**config.mk**
```make
export PLATFORM = sky130hd
export DESIGN_NAME = fir_sample_scheduler
export DESIGN_NICKNAME = d
export VERILOG_FILES = /design/src/rtl/fir_ctrl_pkg.sv /design/src/rtl/fir_sample_fifo.sv /design/src/rtl/fir_sample_scheduler.sv
export SDC_FILE = /design/constraint.sdc
export NUM_CORES = 1
export LEC_CHECK = 0
export BUFFER_PORTS_ARGS = -buffer_cell sky130_fd_sc_hd__buf_2
export CAP_MARGIN = 25
export CORE_ASPECT_RATIO = 1.75
export CORE_MARGIN = 1.5
export CORE_UTILIZATION = 55
export CTS_CLUSTER_DIAMETER = 120
export DETAILED_ROUTE_END_ITERATION = 8
export HOLD_SLACK_MARGIN = 0.1
export PLACE_DENSITY_LB_ADDON = 0.25
export SYNTH_ARGS = -nofsm -noshare
export SYNTH_HDL_FRONTEND = slang
export SYNTH_SLANG_ARGS = --single-unit
```
**constraint.sdc**
```tcl
create_clock -name clk -period 4.1 [get_ports clk]
set_input_delay 0.82 -clock clk [delete_from_list [all_inputs] [get_ports clk]]
set_output_delay 0.82 -clock clk [all_outputs]
set_load 0.01 [all_outputs]
```
**src/rtl/fir_ctrl_pkg.sv**
```systemverilog
// Shared definitions for filter-chain controllers: sequencer state encoding,
// offset-binary midscale constant and a width helper.
package fir_ctrl_pkg;

    typedef enum logic [1:0] {
        ST_IDLE  = 2'd0,
        ST_START = 2'd1,
        ST_WAIT  = 2'd2
    } fir_state_t;

    // Bits needed to index 'value' entries (ceil(log2(value))).
    function automatic int clog2(input int value);
        int r;
        r = 0;
        for (int i = 0; i < 31; i++) begin
            if ((1 << i) < value) r = i + 1;
        end
        return r;
    endfunction

    // Offset-binary zero for a 'width'-bit sample; callers truncate to width.
    function automatic logic [63:0] midscale(input int width);
        return 64'd1 << (width - 1);
    endfunction

endpackage

```
**src/rtl/fir_sample_fifo.sv**
```systemverilog
// Synchronous sample FIFO with occupancy count and flush; a push into a full
// FIFO succeeds only when a pop happens on the same edge.
module fir_sample_fifo
    import fir_ctrl_pkg::*;
#(
    parameter int BITSIZE    = 16,
    parameter int FIFO_DEPTH = 4
) (
    input  logic                        clk,
    input  logic                        rst_n,
    input  logic                        flush,
    input  logic                        push,
    input  logic                        pop,
    input  logic [BITSIZE-1:0]          din,
    output logic [BITSIZE-1:0]          head,
    output logic                        full,
    output logic                        empty,
    output logic [clog2(FIFO_DEPTH):0]  level
);

    localparam int AW = clog2(FIFO_DEPTH);
    localparam logic [AW:0] FULL_LEVEL = FIFO_DEPTH[AW:0];

    logic [BITSIZE-1:0] mem [FIFO_DEPTH];
    logic [AW-1:0]      wr_ptr;
    logic [AW-1:0]      rd_ptr;
    logic               do_push;
    logic               do_pop;

    assign full    = (level == FULL_LEVEL);
    assign empty   = (level == '0);
    assign do_pop  = pop && !empty;
    assign do_push = push && (!full || do_pop);
    assign head    = mem[rd_ptr];

    // NOTE: the storage array is deliberately not reset; pointers and level
    // alone decide which entries are valid, so it can map onto plain RAM.
    always_ff @(posedge clk) begin
        if (do_push && !flush) mem[wr_ptr] <= din;
    end

    // NOTE: sequential state uses non-blocking assignments so every flop
    // samples pre-edge values regardless of statement order.
    always_ff @(posedge clk or negedge rst_n) begin
        if (!rst_n) begin
            wr_ptr <= '0;
            rd_ptr <= '0;
            level  <= '0;
        end else if (flush) begin
            wr_ptr <= '0;
            rd_ptr <= '0;
            level  <= '0;
        end else begin
            if (do_push) wr_ptr <= wr_ptr + 1'b1;
            if (do_pop)  rd_ptr <= rd_ptr + 1'b1;
            if (do_push && !do_pop)      level <= level + 1'b1;
            else if (do_pop && !do_push) level <= level - 1'b1;
        end
    end

endmodule

```
**src/rtl/fir_sample_scheduler.sv**
```systemverilog
// Sequencer between a bursty ADC stream and one FIR instance: buffers samples,
// starts the filter only when idle, waits for its result with a timeout.
module fir_sample_scheduler
    import fir_ctrl_pkg::*;
#(
    parameter int BITSIZE     = 16,
    parameter int FIFO_DEPTH  = 4,
    parameter int START_WIDTH = 2,
    parameter int TIMEOUT_CYC = 64
) (
    input  logic                        clk,
    input  logic                        rst_n,
    input  logic                        en,
    input  logic                        clr_flags,
    input  logic                        adc_valid,
    input  logic [BITSIZE-1:0]          adc_data,
    output logic                        fir_en,
    output logic                        fir_start,
    output logic [BITSIZE-1:0]          fir_din,
    input  logic [BITSIZE-1:0]          fir_dout,
    input  logic                        fir_valid,
    output logic [BITSIZE-1:0]          data_out,
    output logic                        data_valid,
    output logic [clog2(FIFO_DEPTH):0]  fill_level,
    output logic                        overflow,
    output logic                        timeout
);

    localparam logic [BITSIZE-1:0] MIDSCALE = BITSIZE'(midscale(BITSIZE));
    localparam int CW = clog2(TIMEOUT_CYC + 1);
    localparam logic [CW-1:0] START_LAST   = CW'(START_WIDTH - 1);
    localparam logic [CW-1:0] TIMEOUT_LAST = CW'(TIMEOUT_CYC - 1);

    fir_state_t         state;
    logic [CW-1:0]      cnt;
    logic               fir_valid_q;
    logic               push_req;
    logic               pop_req;
    logic               fifo_full;
    logic               fifo_empty;
    logic [BITSIZE-1:0] head;
    logic               fir_rise;
    logic               drop;
    logic               timeout_set;

    assign push_req    = en && adc_valid;
    assign pop_req     = en && fir_en && (state == ST_IDLE);
    assign fir_rise    = fir_valid && !fir_valid_q;
    // A full FIFO is never empty, so a pop on this edge always frees a slot.
    assign drop        = push_req && fifo_full && !pop_req;
    assign timeout_set = en && (state == ST_WAIT) && !fir_rise && (cnt == TIMEOUT_LAST);

    fir_sample_fifo #(
        .BITSIZE    (BITSIZE),
        .FIFO_DEPTH (FIFO_DEPTH)
    ) u_fifo (
        .clk   (clk),
        .rst_n (rst_n),
        .flush (!en),
        .push  (push_req),
        .pop   (pop_req),
        .din   (adc_data),
        .head  (head),
        .full  (fifo_full),
        .empty (fifo_empty),
        .level (fill_level)
    );

    always_ff @(posedge clk or negedge rst_n) begin
        if (!rst_n) begin
            state       <= ST_IDLE;
            cnt         <= '0;
            fir_en      <= 1'b0;
            fir_start   <= 1'b0;
            fir_din     <= MIDSCALE;
            data_out    <= MIDSCALE;
            data_valid  <= 1'b0;
            overflow    <= 1'b0;
            timeout     <= 1'b0;
            fir_valid_q <= 1'b0;
        end else begin
            fir_en      <= en;
            fir_valid_q <= fir_valid;
            data_valid  <= 1'b0;
            // Set events win over a simultaneous clear.
            overflow    <= drop || (overflow && !clr_flags);
            timeout     <= timeout_set || (timeout && !clr_flags);

            if (!en) begin
                state     <= ST_IDLE;
                fir_start <= 1'b0;
            end else begin
                case (state)
                    ST_IDLE: begin
                        if (fir_en && !fifo_empty) begin
                            fir_din   <= head;
                            fir_start <= 1'b1;
                            cnt       <= '0;
                            state     <= ST_START;
                        end
                    end
                    ST_START: begin
                        cnt <= cnt + 1'b1;
                        if (cnt == START_LAST) begin
                            fir_start <= 1'b0;
                            state     <= ST_WAIT;
                        end
                    end
                    ST_WAIT: begin
                        cnt <= cnt + 1'b1;
                        if (fir_rise) begin
                            data_out   <= fir_dout;
                            data_valid <= 1'b1;
                            state      <= ST_IDLE;
                        end else if (cnt == TIMEOUT_LAST) begin
                            state <= ST_IDLE;
                        end
                    end
                    default: state <= ST_IDLE;
                endcase
            end
        end
    end

endmodule
```
======== Word level (Yosys, flattened, before mapping) ========
Memories as Yosys holds them, arrays and structs flattened. A register that Yosys moved wholly into a read port is not among the register bits.
Cells that the tools add are included.
storage, ports and cells
  output and inout bits ................... 40
  register bits ........................... 38
  input bits .............................. 38
  memories kept ........................... 1
  RAM bits ................................ 64
operators by class
  muxes and demuxes ....................... 24
  equality and inequality tests ........... 13
  reduce and logical (&&, ||, !) cells .... 38
  $add $sub $neg .......................... 5
memories
  memory      depth  bits a word  rd ports  clocked after memory_dff  write ports  line                   source
  u_fifo.mem  4      16           1         1                         1            fir_sample_fifo.sv:24  logic [BITSIZE-1:0] mem [FIFO_DEPTH];
operators by type and width
  kind                 number
  $mux 2               9
  $logic_and 1x1->1    17
  $reduce_and 3->1     5
  $pmux 7 s2           1
  $logic_not 1->1      9
  $mux 3               3
  $mux 1               8
  $add 7x1->7 const B  1
  $eq 7x1->1 const B   1
  $eq 7x6->1 const B   1
  $mux 7               1
  $ne 2x1->1 const B   3
  $ne 3x1->1 const B   2
  $pmux 2 s3           1
  $add 2x1->2 const B  2
  $ne 4x3->1 const B   1
  $add 3x1->3 const B  1
  $eq 3x3->1 const B   1
  $logic_not 3->1      1
  $logic_or 1x1->1     3
  $ne 3x2->1 const B   1
  $ne 3x3->1 const B   1
  $sub 3x1->3 const B  1
  $eq 2x1->1 const B   1
  other kinds (5)      5

======== Depth between registers and ports, before layout ========
  depth after elaboration ................. 10
  depth in mapped cells ................... 12
  mapped depth without buffers ............ 10

======== Cells and area by module ========
From an unflattened synthesis, not the netlist that was laid out.
second synthesis, totals
  cell total of the unflattened synthesis .. 286
  area total of the unflattened synthesis .. 4882.2 um^2
modules (own cells, without submodules)
  module                area an instance (um^2)  instances  cells each
  fir_sample_fifo       2787.7                   1          132
  fir_sample_scheduler  2094.5                   1          154

======== Worst setup path after synthesis ========
OpenSTA, ideal clock, no wires.
  path kind ............................... register -> register
  from .................................... register state[1]
  to ...................................... register u_fifo.level[1]
  period minus slack after synthesis ...... 2.959 ns
  path slack .............................. 1.141 ns
  path buffers ............................ 2
  cell stages (with the launch flop) ...... 11
  required time ........................... 3.996 ns
  library setup time ...................... 0.104 ns
  arrival ................................. 2.855 ns
  path through ............................ dfrtp_1 > inv_1 > ha_1 > buf_2 > nand3_2 > nor2_2 > buf_2 > nor2b_1 > fa_1 > or4_1 > a221oi_1
on the way
  word-level cells in the longest chain between the ends .. 8
  elaborated cells between the ends (all ways) .. 12
RTL lines
  element                                                       line                                          source
  start, declared                                               fir_sample_scheduler.sv:34                    fir_state_t state;
  start signal, assigned                                        fir_sample_scheduler.sv:71                    state <= ST_IDLE;
  start signal, assigned                                        fir_sample_scheduler.sv:90                    state <= ST_IDLE;
  start signal, assigned                                        fir_sample_scheduler.sv:99                    state <= ST_START;
  $logic_not 2->1 *                                             fir_sample_scheduler.sv:47                    assign pop_req = en && fir_en && (state == ST_IDLE);
  $logic_and 1x1->1 *                                           fir_sample_scheduler.sv:47
  $logic_and 1x1->1 *                                           fir_sample_fifo.sv:32                         assign do_pop = pop && !empty;
  $logic_or 1x1->1                                              fir_sample_fifo.sv:33                         assign do_push = push && (!full || do_pop);
  $logic_and 1x1->1                                             fir_sample_fifo.sv:33
  $logic_not 1->1 / $logic_and 1x1->1 (equally long branches)   fir_sample_fifo.sv:57, fir_sample_fifo.sv:56
  $logic_and 1x1->1 / $mux 3 (equally long branches)            fir_sample_fifo.sv:57, fir_sample_fifo.sv:56
  $ne 3x1->1 (no source line) / $mux 3 (equally long branches)  n/a
  end signal, assigned                                          fir_sample_fifo.sv:56                         if (do_push && !do_pop) level <= level + 1'b1;
  end signal, assigned                                          fir_sample_fifo.sv:57                         else if (do_pop && !do_push) level <= level - 1'b1;
  end, declared                                                 fir_sample_fifo.sv:18                         output logic [clog2(FIFO_DEPTH):0] level
Every way passes the cells marked *; elsewhere a longest branch is shown, timed or not.
A chain may end at the register's enable or synchronous reset.

======== Worst setup path in the final report ========
Ends and elaborated chain as after synthesis.

==> results by group <==
Clock network
  • Clk pin slew, worst setup/hold paths: 0.06 ns
  • Hold Buf Count CTS: 0
  • H-tree Lvls: 4
  • CTS tree: built
  • Clock sinks: 118
  • CTS Buf Count: 17
  • CTS max path bufs: 2
  • Post-CTS setup buffers: 0
  • Root buffer cell: clkbuf_16
  • Post-cts resize count: 0
  • Worst-Skew Late Latency: 0.41 ns

Synth
  • Post-Syn Area: 4830 µm²
  • Main area contributors after synthesis: edfxtp_1, dfrtp_1, mux2_2
  • Yosys reg bits: 118
  • Syn_nets: 346
  • Ys async rst share: 0.458
  • Synth Instances: 297
  • Post-synth EDFFs: 64
  • Top-count cell post-synth: edfxtp_1
  • Synth warnings: 0
  • Cell variety after synth: 47
  • Commonest cells post-synth: edfxtp_1, dfrtp_1, mux2_2
  • Syn_area_per_cell: 16.3 µm²
  • Area share of the largest cell type after synthesis: 0.398
  • Sequential share of the synthesized area: 0.678
  • Post-synth top flop: edfxtp_1
  • Area leader, netlist: edfxtp_1

Layout
  • Syn-to-layout area delta: 23.5%
  • Final cell count without fillers: 515
  • # diodes: 0
  • Post-route cell area: 5970 µm²
  • Final #Nets: 434
  • Filler cell count: 590
  • Fraction of layout cells with a size suffix above 1: 0.417

Critical path
  • Crit Path Class: flip-flop to flip-flop
  • CP Cell Sequence: inv_1 -> ha_1 -> nand3_2 -> a31oi_1 -> nor2b_1 -> fa_1 -> or4_1 -> a221oi_1
  • Worst Setup SP: state[1]$_DFFE_PN0P_
  • Critical path's largest stage delay: 0.53 ns
  • Worst-path cell with the longest stage delay: a31oi_1
  • Worst R2R End: u_fifo.level[1]$_DFFE_PN0P_
  • Crit path max fanout: 11
  • CP Capture Point: u_fifo.level[1]$_DFFE_PN0P_
  • Critical Path Start Type: flip-flop
  • Critical path arrival: 3.55 ns
  • Req. time, crit path: 4.41 ns
  • Crit. End Element: flip-flop
  • Worst reg2reg path depth: 8
  • R2r setup slk: 0.85 ns
  • Worst path top cell family by delay: simple AND/OR/NAND/NOR gates
  • Critical path depth: 8
  • Worst Path Buf+Inv: 1
  • Critical R2R Launch: state[1]$_DFFE_PN0P_

Timing
  • Final hold violation count: 0
  • Slew HR: 0.400
  • Final setup violation count: 0
  • Post-layout min period: 3.25 ns
  • TNS Setup: 0 ns
  • Max Slew Vio Count: 0
  • Fin crit share: 0.792
  • Final clock skew: 0.00796 ns
  • RSZ-0062 raised after global routing: no
  • Slew @ Worst Pin: 0.899 ns
  • Highest clock rate: 0.308 GHz

Power
  • Switching power: 1.15 mW
  • Pint: 2.91 mW
  • Leak: 2.46 nW
  • Combinational power share: 0.215
  • Pwr dens: 681 nW/µm²
  • Sequential fraction of design power: 0.403
  • Switching Share: 0.284
  • Worst vdd ir: 0.599 mV
  • Clock power frac: 0.382

Outcome
  • Status: finished, final reports clean

GRT
  • Initial antenna violation count: 0
  • Gr ovfl total: 0
  • First-pass GRT wire length: 14,900 µm
  • Vias in the first global route: 3,041
  • Largest net degree at the start of global routing: 32
  • Gr usage total: 0.221

Place
  • HPWL Detailed: 6010 µm
  • Placed instance area: 5340 µm²
  • GP Congestion: 0.860
  • IO Port Bufs: 77
  • Cells after DPL: 483

Routing
  • Drt first pass iters: 4
  • Final antenna-violating net count: 0
  • Vias: 2,862
  • Detailed Route WL: 9180 µm
  • Vias per cell: 5.56
  • DRC: 0
  • Wire per inst: 17.8 µm
  • First-iteration detailed-routing DRC count: 253

Die
  • Site Rows: 45
  • Std-Cell Core Area: 8610 µm²
  • Die area: 9370 µm²
  • Die width: 73.8 µm
  • Die height: 127 µm
  • Starting Density: 0.561
  • # IOs: 78

Flow run
  • Max-cap violations: 0

Hold path
  • Hold WC Path Type: input port to async pin
power by group through the flow:
stage	Clock [mW]	Sequential (mW)	Combinational, mW
finish	1.55	1.64	0.872
global route	1.62	1.67	0.963
CTS	1.57	1.64	0.884
detailed placement	0	1.66	0.869
global placement	0	1.66	0.819
floorplan	0	1.66	0.553
how the worst min path moves through the flow:
stage	start	to	slack, ns	depth (start not counted)
2_1_floorplan	cnt[1]$_DFFE_PN0P_	cnt[1]$_DFFE_PN0P_	0.49	2
3_3_place_gp	data_out[0]$_DFFE_PN0P_	data_out[0]$_DFFE_PN0P_	0.48	1
3_5_place_dp	data_out[1]$_DFFE_PN0P_	data_out[1]$_DFFE_PN0P_	0.49	1
4_1_cts	rst_n	fir_din[4]$_DFFE_PN0P_	0.47	1
5_1_grt	rst_n	fir_din[4]$_DFFE_PN0P_	0.51	1
6_report	rst_n	fir_din[4]$_DFFE_PN0P_	0.46	1
flip-flops by register name (all words and copies together), names as in the netlist:
| name | cells |
|---|---|
| data_valid | 1 |
| u_fifo.wr_ptr | 2 |
| fir_start | 1 |
| fir_din | 16 |
| data_out | 16 |
| u_fifo.mem | 64 |
| state | 2 |
| u_fifo.rd_ptr | 2 |
| fir_en | 1 |
| cnt | 7 |
| timeout | 1 |
| fir_valid_q | 1 |
| u_fifo.level | 3 |
| overflow | 1 |
final cells by class:
type,instances,area [µm²],area share
Tap cell,117,146,0.0245
Timing Repair Buffer,80,415,0.0696
Sequential cell,118,3280,0.549
Clock inverter,15,204,0.0342
Clock buffer,17,425,0.0713
Multi-Input combinational cell,155,1450,0.243
Inverter,13,48.8,0.00818
worst register-to-register path, cell delays in order, from the launching register on:
cell      delay [ns]
dfrtp_1         0.39
inv_1           0.12
ha_1            0.40
nand3_2         0.23
a31oi_1         0.53
nor2b_1         0.23
fa_1            0.44
or4_1           0.52
a221oi_1        0.28
cell families (layout without fill, tap and decap cells):
group | Yosys count | in the layout | share of synthesized area
flip-flops | 118 | 118 | 0.678
AND/OR/NAND/NOR | 58 | 58 | 0.0630
multiplexers | 49 | 49 | 0.152
AO/OA/AOI/OAI | 32 | 32 | 0.0466
buffers and inverters | 24 | 125 | 0.0215
adder cells (fa/ha/maj) | 11 | 11 | 0.0301
XOR/XNOR | 5 | 5 | 0.00907
cell usage in the layout (no fill, tap or decap), types with 5 or more instances in the layout:
| cell | synthesis | final |
|---|---|---|
| nor2_1 | 11 | 11 |
| nand3_1 | 6 | 6 |
| nand2_1 | 11 | 11 |
| buf_2 | 7 | 77 |
| edfxtp_1 | 64 | 64 |
| clkbuf_16 | 0 | 17 |
| mux4_2 | 16 | 16 |
| clkinv_4 | 0 | 5 |
| dfrtp_1 | 52 | 52 |
| a21oi_1 | 5 | 5 |
| ha_1 | 10 | 10 |
| inv_1 | 12 | 12 |
| mux2_2 | 33 | 33 |
| nor3_1 | 5 | 5 |
| o21ai_0 | 5 | 5 |
through the flow:
step	utilization	hold WS [ns]	power, mW	setup slack (ns)
3_5_place_dp	0.619	0.487	2.53	0.766
2_1_floorplan	-	0.494	2.21	1.14
5_1_grt	0.693	0.509	4.26	0.590
3_3_place_gp	0.618	0.483	2.48	0.867
6_report	0.693	0.456	4.06	0.855
4_1_cts	0.693	0.471	4.10	0.851
per-layer routing:
layer	up-vias	wire length, µm	global-route usage
li1	1319	-	-
met3	20	370	0.0580
met4	0	227	0.114
met2	105	5130	0.392
met1	1418	3440	0.231
met5	-	0	0
No activity file was read; power rests on OpenSTA's default activity.
